==> src/rtl/mcdt_out_buf_if.sv <==
// Stream bundle between mcdt, the output buffer and the downstream stage.
// The slave modport is the buffer's view: it consumes the mcdt side and drives the ready/valid side.
interface mcdt_out_buf_if #(
  parameter int DW = 32
);
  logic [DW-1:0] mcdt_data_i;
  logic          mcdt_val_i;
  logic [1:0]    mcdt_id_i;
  logic [DW-1:0] out_data_o;
  logic [1:0]    out_id_o;
  logic          out_valid_o;
  logic          out_ready_i;

  modport slave (
    input  mcdt_data_i, mcdt_val_i, mcdt_id_i, out_ready_i,
    output out_data_o, out_id_o, out_valid_o
  );

  modport master (
    output mcdt_data_i, mcdt_val_i, mcdt_id_i, out_ready_i,
    input  out_data_o, out_id_o, out_valid_o
  );
endinterface

==> src/rtl/mcdt_out_buf.sv <==
// Output buffer for mcdt: tagged FWFT FIFO with valid/ready egress,
// per-channel saturating counters and sticky overflow / bad-id flags.
module mcdt_out_buf #(
  parameter int DEPTH = 16,
  parameter int DW    = 32,
  parameter int CW    = 16
) (
  input  logic                     clk_i,
  input  logic                     rst_i,
  input  logic                     clr_i,
  mcdt_out_buf_if.slave            bus,
  output logic [$clog2(DEPTH):0]   fifo_cnt_o,
  output logic [CW-1:0]            ch0_cnt_o,
  output logic [CW-1:0]            ch1_cnt_o,
  output logic [CW-1:0]            ch2_cnt_o,
  output logic [CW-1:0]            drop_cnt_o,
  output logic                     ovf_o,
  output logic                     id_err_o
);

  localparam int AW = $clog2(DEPTH);
  localparam logic [AW-1:0] PTR_ONE = AW'(1);
  localparam logic [AW:0]   CNT_ONE = (AW + 1)'(1);
  localparam logic [AW:0]   CNT_FULL = (AW + 1)'(DEPTH);
  localparam logic [CW-1:0] CTR_ONE = CW'(1);

  logic [DW+1:0] mem [DEPTH];
  logic [AW-1:0] wr_ptr;
  logic [AW-1:0] rd_ptr;
  logic [DW+1:0] head;
  logic          empty;
  logic          full;
  logic          id_ok;
  logic          push;
  logic          pop;
  logic          drop_full;
  logic          drop_id;

  function automatic logic [CW-1:0] sat_inc(input logic [CW-1:0] v);
    return (&v) ? v : v + CTR_ONE;
  endfunction

  assign empty     = (fifo_cnt_o == '0);
  assign full      = (fifo_cnt_o == CNT_FULL);
  assign id_ok     = (bus.mcdt_id_i != 2'd3);
  assign pop       = !empty && bus.out_ready_i;
  // A full FIFO still takes a word when the head leaves in the same cycle.
  assign push      = bus.mcdt_val_i && id_ok && (!full || pop);
  assign drop_full = bus.mcdt_val_i && id_ok && full && !pop;
  assign drop_id   = bus.mcdt_val_i && !id_ok;

  assign head            = mem[rd_ptr];
  assign bus.out_valid_o = !empty;
  assign bus.out_data_o  = empty ? '0 : head[DW-1:0];
  assign bus.out_id_o    = empty ? 2'd0 : head[DW+1:DW];

  always_ff @(posedge clk_i or posedge rst_i) begin
    if (rst_i) begin
      for (int i = 0; i < DEPTH; i++) mem[i] <= '0;
      wr_ptr     <= '0;
      rd_ptr     <= '0;
      fifo_cnt_o <= '0;
      ch0_cnt_o  <= '0;
      ch1_cnt_o  <= '0;
      ch2_cnt_o  <= '0;
      drop_cnt_o <= '0;
      ovf_o      <= 1'b0;
      id_err_o   <= 1'b0;
    end else begin
      if (push) begin
        mem[wr_ptr] <= {bus.mcdt_id_i, bus.mcdt_data_i};
        wr_ptr      <= wr_ptr + PTR_ONE;
      end
      if (pop) rd_ptr <= rd_ptr + PTR_ONE;

      case ({push, pop})
        2'b10:   fifo_cnt_o <= fifo_cnt_o + CNT_ONE;
        2'b01:   fifo_cnt_o <= fifo_cnt_o - CNT_ONE;
        default: fifo_cnt_o <= fifo_cnt_o;
      endcase

      // Clear has priority over any same-cycle count or flag update.
      if (clr_i) begin
        ch0_cnt_o  <= '0;
        ch1_cnt_o  <= '0;
        ch2_cnt_o  <= '0;
        drop_cnt_o <= '0;
        ovf_o      <= 1'b0;
        id_err_o   <= 1'b0;
      end else begin
        if (push) begin
          case (bus.mcdt_id_i)
            2'd0:    ch0_cnt_o <= sat_inc(ch0_cnt_o);
            2'd1:    ch1_cnt_o <= sat_inc(ch1_cnt_o);
            2'd2:    ch2_cnt_o <= sat_inc(ch2_cnt_o);
            default: ;
          endcase
        end
        if (drop_full || drop_id) drop_cnt_o <= sat_inc(drop_cnt_o);
        if (drop_full) ovf_o <= 1'b1;
        if (drop_id) id_err_o <= 1'b1;
      end
    end
  end

endmodule

==> src/flat_wrapper.sv <==
// flat-port wrapper written by rule: the top's interface ports become plain ports
module mcdt_out_buf_flat 
#(
  parameter int DEPTH = 16,
  parameter int DW    = 32,
  parameter int CW    = 16
)
  (clk_i, rst_i, clr_i, fifo_cnt_o, ch0_cnt_o, ch1_cnt_o, ch2_cnt_o, drop_cnt_o, ovf_o, id_err_o, bus_mcdt_data_i, bus_mcdt_val_i, bus_mcdt_id_i, bus_out_ready_i, bus_out_data_o, bus_out_id_o, bus_out_valid_o);
  mcdt_out_buf_if #(.DW(DW)) bus_i ();
  input  logic clk_i;
  input  logic rst_i;
  input  logic clr_i;
  output logic [$clog2(DEPTH):0] fifo_cnt_o;
  output logic [CW-1:0] ch0_cnt_o;
  output logic [CW-1:0] ch1_cnt_o;
  output logic [CW-1:0] ch2_cnt_o;
  output logic [CW-1:0] drop_cnt_o;
  output logic ovf_o;
  output logic id_err_o;
  input wire logic [$bits(bus_i.mcdt_data_i)-1:0] bus_mcdt_data_i;
  input wire logic [$bits(bus_i.mcdt_val_i)-1:0] bus_mcdt_val_i;
  input wire logic [$bits(bus_i.mcdt_id_i)-1:0] bus_mcdt_id_i;
  input wire logic [$bits(bus_i.out_ready_i)-1:0] bus_out_ready_i;
  output wire logic [$bits(bus_i.out_data_o)-1:0] bus_out_data_o;
  output wire logic [$bits(bus_i.out_id_o)-1:0] bus_out_id_o;
  output wire logic [$bits(bus_i.out_valid_o)-1:0] bus_out_valid_o;
  assign bus_i.mcdt_data_i = bus_mcdt_data_i;
  assign bus_i.mcdt_val_i = bus_mcdt_val_i;
  assign bus_i.mcdt_id_i = bus_mcdt_id_i;
  assign bus_i.out_ready_i = bus_out_ready_i;
  assign bus_out_data_o = bus_i.out_data_o;
  assign bus_out_id_o = bus_i.out_id_o;
  assign bus_out_valid_o = bus_i.out_valid_o;
  mcdt_out_buf #(.DEPTH(DEPTH), .DW(DW), .CW(CW)) u_core (.clk_i(clk_i), .rst_i(rst_i), .clr_i(clr_i), .bus(bus_i), .fifo_cnt_o(fifo_cnt_o), .ch0_cnt_o(ch0_cnt_o), .ch1_cnt_o(ch1_cnt_o), .ch2_cnt_o(ch2_cnt_o), .drop_cnt_o(drop_cnt_o), .ovf_o(ovf_o), .id_err_o(id_err_o));
endmodule
==> config.mk <==
export PLATFORM = sky130hd
export DESIGN_NAME = mcdt_out_buf_flat
export DESIGN_NICKNAME = d
export VERILOG_FILES = /design/src/rtl/mcdt_out_buf_if.sv /design/src/rtl/mcdt_out_buf.sv /design/src/flat_wrapper.sv
export SDC_FILE = /design/constraint.sdc
export NUM_CORES = 1
export LEC_CHECK = 0
export CORE_ASPECT_RATIO = 1.5
export CORE_MARGIN = 2
export CORE_UTILIZATION = 29
export CTS_CLUSTER_SIZE = 8
export DETAILED_ROUTE_END_ITERATION = 10
export GPL_TIMING_DRIVEN = 0
export PLACE_DENSITY = 0.55
export SLEW_MARGIN = 15
export SYNTH_ARGS = -nofsm -noshare
export SYNTH_HDL_FRONTEND = slang
export SYNTH_SLANG_ARGS = --single-unit
==> constraint.sdc <==
create_clock -name clk_i -period 36.9 [get_ports clk_i]
set_input_delay 7.38 -clock clk_i [delete_from_list [all_inputs] [get_ports clk_i]]
set_output_delay 7.38 -clock clk_i [all_outputs]
set_load 0.03 [all_outputs]
Word-level counts from Yosys, hierarchy flattened
Cells that the tools add are included.

word-level totals
  RAM bits = 0
  bits in read-only memories = 0
  input port bits = 39
  word-level logic and storage cells = 107
  register bits = 623
  memories = 0
  bits in latches = 0
  output and inout bits = 106

cells by class
  div/mod/pow operators = 0
  eq/ne operators = 10
  $lt $le $gt $ge = 3
  add/subtract/negate cells = 8
  bitwise logic cells = 2
  shift-type cells = 0
  muxes and demuxes = 28
  multiply operators = 0
  reductions and logical operators = 31

operators by type and width
  kind                                                                          count
  544-bit bitwise mux                                                           1
  16-bit two-way mux                                                            15
  34-bit binary-select mux with 4-bit select                                    1
  34-bit demux with 4-bit select                                                1
  34-bit two-way mux                                                            3
  16-bit by 1-bit adder with 16-bit output, second input constant               4
  16-bit AND reduction                                                          4
  32-bit two-way mux                                                            1
  2-bit nonzero test                                                            8
  5-bit greater-or-equal comparator, second input constant                      2
  2-bit inequality test, second input constant                                  5
  4-bit inverter with 5-bit output                                              2
  5-bit one-hot mux with 2 select lines                                         1
  3-bit AND reduction                                                           3
  4-bit by 1-bit adder with 4-bit output, second input constant                 2
  1-bit logical AND                                                             7
  5-bit by 1-bit adder with 5-bit output, second input constant                 1
  5-bit equality test, second input constant                                    1
  5-bit logical NOT                                                             1
  5-bit by 1-bit less-than comparator with 1-bit output, second input constant  1
  5-bit by 1-bit subtractor with 5-bit output, second input constant            1
  2-bit by 1-bit equality test with 1-bit output, second input constant         2
  2-bit equality test, second input constant                                    2
  1-bit logical NOT                                                             4
  other kinds (5)                                                               9

Depth between registers and ports, before layout
  depth after elaboration = 8
  gate-level depth with buffers = 15

Least setup slack after synthesis
OpenSTA, ideal clock, no wires.

  path type = register to output
  start point = register u_core.fifo_cnt_o[2]
  end point = output port bus_out_data_o[10]
  arrival = 2,301 ps
  data required time = 29,520 ps
  setup slack = 27,219 ps
  cell stages (with the launch flop) = 8
  path through = dfrtp_1 > buf_6 > nor4_1 > nand2b_1 > nand2b_1 > clkbuf_1 > clkbuf_1 > o22ai_1

on the way
  word-level cells in the longest chain between the ends = 2

RTL lines
  item                      line                RTL
  start: declaration        mcdt_out_buf.sv:12  output logic [$clog2(DEPTH):0] fifo_cnt_o,
  start signal: assignment  mcdt_out_buf.sv:77  2'b10: fifo_cnt_o <= fifo_cnt_o + CNT_ONE;
  start signal: assignment  mcdt_out_buf.sv:78  2'b01: fifo_cnt_o <= fifo_cnt_o - CNT_ONE;
  start signal: assignment  mcdt_out_buf.sv:79  default: fifo_cnt_o <= fifo_cnt_o;
  5-bit logical NOT         mcdt_out_buf.sv:43  assign empty = (fifo_cnt_o == '0);
  32-bit two-way mux        mcdt_out_buf.sv:54  assign bus.out_data_o = empty ? '0 : head[DW-1:0];
  end: declaration          flat_wrapper.sv:24  output wire logic [$bits(bus_i.out_data_o)-1:0] bus_out_data_o;

Every way passes these cells.

Worst setup path in the final report
  start point = register u_core.fifo_cnt_o[2]
  end point = output port bus_out_data_o[11]

Same word-level chain as after synthesis.

==> flow_summary.yaml <==
outcome:
  status: "complete, no violations"
pwr:
  vdd_drop_max_mv: 0.0438
  total_power_mw: 3.13
  power_density_mw_per_mm2: 88.9
  p_leak_nw: 15.0
routing:
  wl_per_cell_microns: 23.3
  routed_wl_mm: 81.6
  drc_errors: 0
  ant_nets: 0
  first_iter_violations: 924
  dr.pass1.iters: 4
  vias: 17400
  vias_per_cell: 4.98
critical_path:
  path_max_fanout: 10
  reg2reg_setup_slack_ns: 33.53
  path_class: "reg2out"
  cp_num_buf_inv: 4
  reg2reg_to: "u_core.fifo_cnt_o[2]"
  worstPathArrival_ns: 4.47
  worstPathRequired_ns: 29.52
  critPathLaunchType: "register"
  cp_cell_sequence: "buf_6, nor4_1, nand2b_1, nand2b_1, clkbuf_1, clkbuf_1, o22ai_1, clkdlybuf4s50_1"
  crit_path_max_incr_delay_ns: 0.76
  critical-path-slowest-cell: "clkbuf_1"
  cp-end-kind: "primary output"
  r2r-start: "u_core.fifo_cnt_o[2]"
  cp_top_family: "buffers and inverters"
  rr_worst_depth: 13
grt:
  grt_pass1_wl_mm: 125
  grt_max_degree: 113
  grt-ovfl-total: 0
  grt_pass1_vias: 19700
  grtUsageTotal_pct: 15.8
  antenna_found_initial: 6
clock_network:
  path_clk_slew_ns: 0.05
  clockBufferDepth: 3
  h-tree-depth: 3
  cts_sinks: 623
  cts_hold_buf: 0
  cts-root-buf: "clkbuf_16"
  tritoncts: "built"
  cts_setup_buffers: 0
  clock_latency_ns: 0.66
  cts-resized-gates: 0
  numCtsBuffers: 87
placement:
  gp_congestion: 0.817
  post-place-ws_ns: 25.63
  hpwl_mm: 56.1
  io_buffers: 143
floorplan:
  core_sq_mm: 0.101
  die_h_microns: 396
  fp.dieW_microns: 265
  dieArea_sq_mm: 0.105
  ios: 145
  rows: 143
  start_util_pct: 29.2
logic_synthesis:
  synth_warnings: 0
  syn_area_per_cell_sq_um: 15.3
  synth-seq-area-share_pct: 52.5
  synthDistinctLibCells: 55
  synth_cells: 1942
  ys_ff_latch: 623
  synth-edff-count: 0
  synthArstFlopShare_pct: 100
  ys.flop_type: "dfrtp_1"
  syn-num-nets: 1993
  syn_area_sq_mm: 0.0297
sta:
  setup_viol: 0
  rsz0062_at_grt: "false"
  fin_ws_ns: 25.05
  maxSlewViolCount: 0
  finalCritPeriodShare_pct: 32.1
  worst_slew_pin_slew_ns: 1.22
  max_freq_ghz: 0.0844
  period_needed_ns: 11.85
  hold_slack_ns: 0.497
  tns_ns: 0
  hold_violations: 0
  clock_skew_ns: 0.0224
  slew_headroom_pct: 18.4
hold_path:
  min_path_cells: 1
  hold_end: "u_core.mem[13]"
  hold_start: "u_core.mem[13]"
  hold_path.class: "reg2reg"
layout:
  layout_common_cells: "623 x dfrtp_1, 367 x mux2_2, 180 x mux2_4, 143 x clkdlybuf4s50_1, 136 x mux4_2"
  fill_cells: 9574
  area_growth_syn_to_layout_pct: 18.7
  final_common_cell: "dfrtp_1"
  nNetsFinal: 2231
  utilization_pct: 34.7
  drive_gt1_share_pct: 40.3
run:
  maxCapViolations: 0
[synthesized netlist by cell type (5+ instances only)]
master	n	area share (%)
o21ai_0	7	0.12
mux4_2	136	10
xnor2_1	52	1.5
nand2b_1	5	0.11
dfrtp_1	623	53
nand2_1	33	0.42
nor2_1	73	0.92
nor3_1	19	0.32
and4_1	8	0.24
and3_1	13	0.27
buf_6	36	1.4
buf_2	39	0.66
nand3_1	18	0.30
a21oi_1	6	0.10
nand4_1	20	0.42
xor2_1	12	0.35
clkbuf_1	79	1.0
mux2_2	367	14
nor2b_1	6	0.13
nand3_2	7	0.24
mux2i_1	70	2.4
ha_1	12	0.51
nor4_1	21	0.44
mux2_4	180	9.1
nor3b_1	6	0.15
inv_1	12	0.15
o22ai_1	34	0.72
[worst max path at each step]
stage | endpoint | cells past startpoint | start
floorplan | u_core.ch0_cnt_o[0] | 1 | rst_i
global placement | u_core.mem[116] | 2 | rst_i
detailed placement | bus_out_data_o[27] | 6 | u_core.rd_ptr[3]
CTS | bus_out_data_o[27] | 6 | u_core.rd_ptr[3]
global route | bus_out_data_o[11] | 8 | u_core.fifo_cnt_o[2]
finish | bus_out_data_o[11] | 8 | u_core.fifo_cnt_o[2]
[report_power, final]
group          switching [mW]  internal [mW]  total [mW]
clock network           0.295          0.419       0.714
registers               0.158          0.977        1.14
logic                   0.592          0.690        1.28
total                    1.05           2.09        3.13
[layer usage]
metal | routed length (microns) | part of all wire [%] | up-vias | track usage (%)
met5 | 27 | 0.033 | - | 0
met4 | 3350 | 4.1 | 4 | 7.34
met3 | 2740 | 3.4 | 172 | 2.61
met2 | 43500 | 53 | 354 | 28.8
met1 | 32000 | 39 | 9270 | 17.8
li1 | - | - | 7592 | -
[logic make-up after synthesis]
group | Yosys count | share of synthesized area (%)
flip-flops | 623 | 52.5
multiplexers | 754 | 35.8
XOR/XNOR | 64 | 1.89
AO/OA/AOI/OAI | 63 | 1.40
adder cells (fa/ha/maj) | 12 | 0.506
buffers and inverters | 173 | 3.30
AND/OR/NAND/NOR | 253 | 4.61
[per-stage QoR]
stage	instances	area, sq um
3_3_place_gp	3390	32700
6_report	3494	35200
2_1_floorplan	1942	29700
3_5_place_dp	3396	32900
4_1_cts	3491	35200
5_1_grt	3494	35200
[cell type report]
type	instances	area (sq um)	share of cell area (%)
buffer	161	936	2.66
timing repair buffer	149	1600	4.53
multi-input combinational	1146	13100	37.2
tap	1305	1630	4.64
sequential	623	15600	44.3
clock inverter	6	85.1	0.242
inverter	12	52.6	0.149
antenna	3	7.51	0.0213
clock buffer	89	2210	6.27
[sequential cells by signal, summed over array words and instances (netlist names)]
register,cells
u_core.rd_ptr,4
u_core.wr_ptr,4
u_core.id_err_o,1
u_core.ch0_cnt_o,16
u_core.ch2_cnt_o,16
u_core.mem,544
u_core.fifo_cnt_o,5
u_core.drop_cnt_o,16
u_core.ch1_cnt_o,16
u_core.ovf_o,1
(Power assumes the default switching activity.)
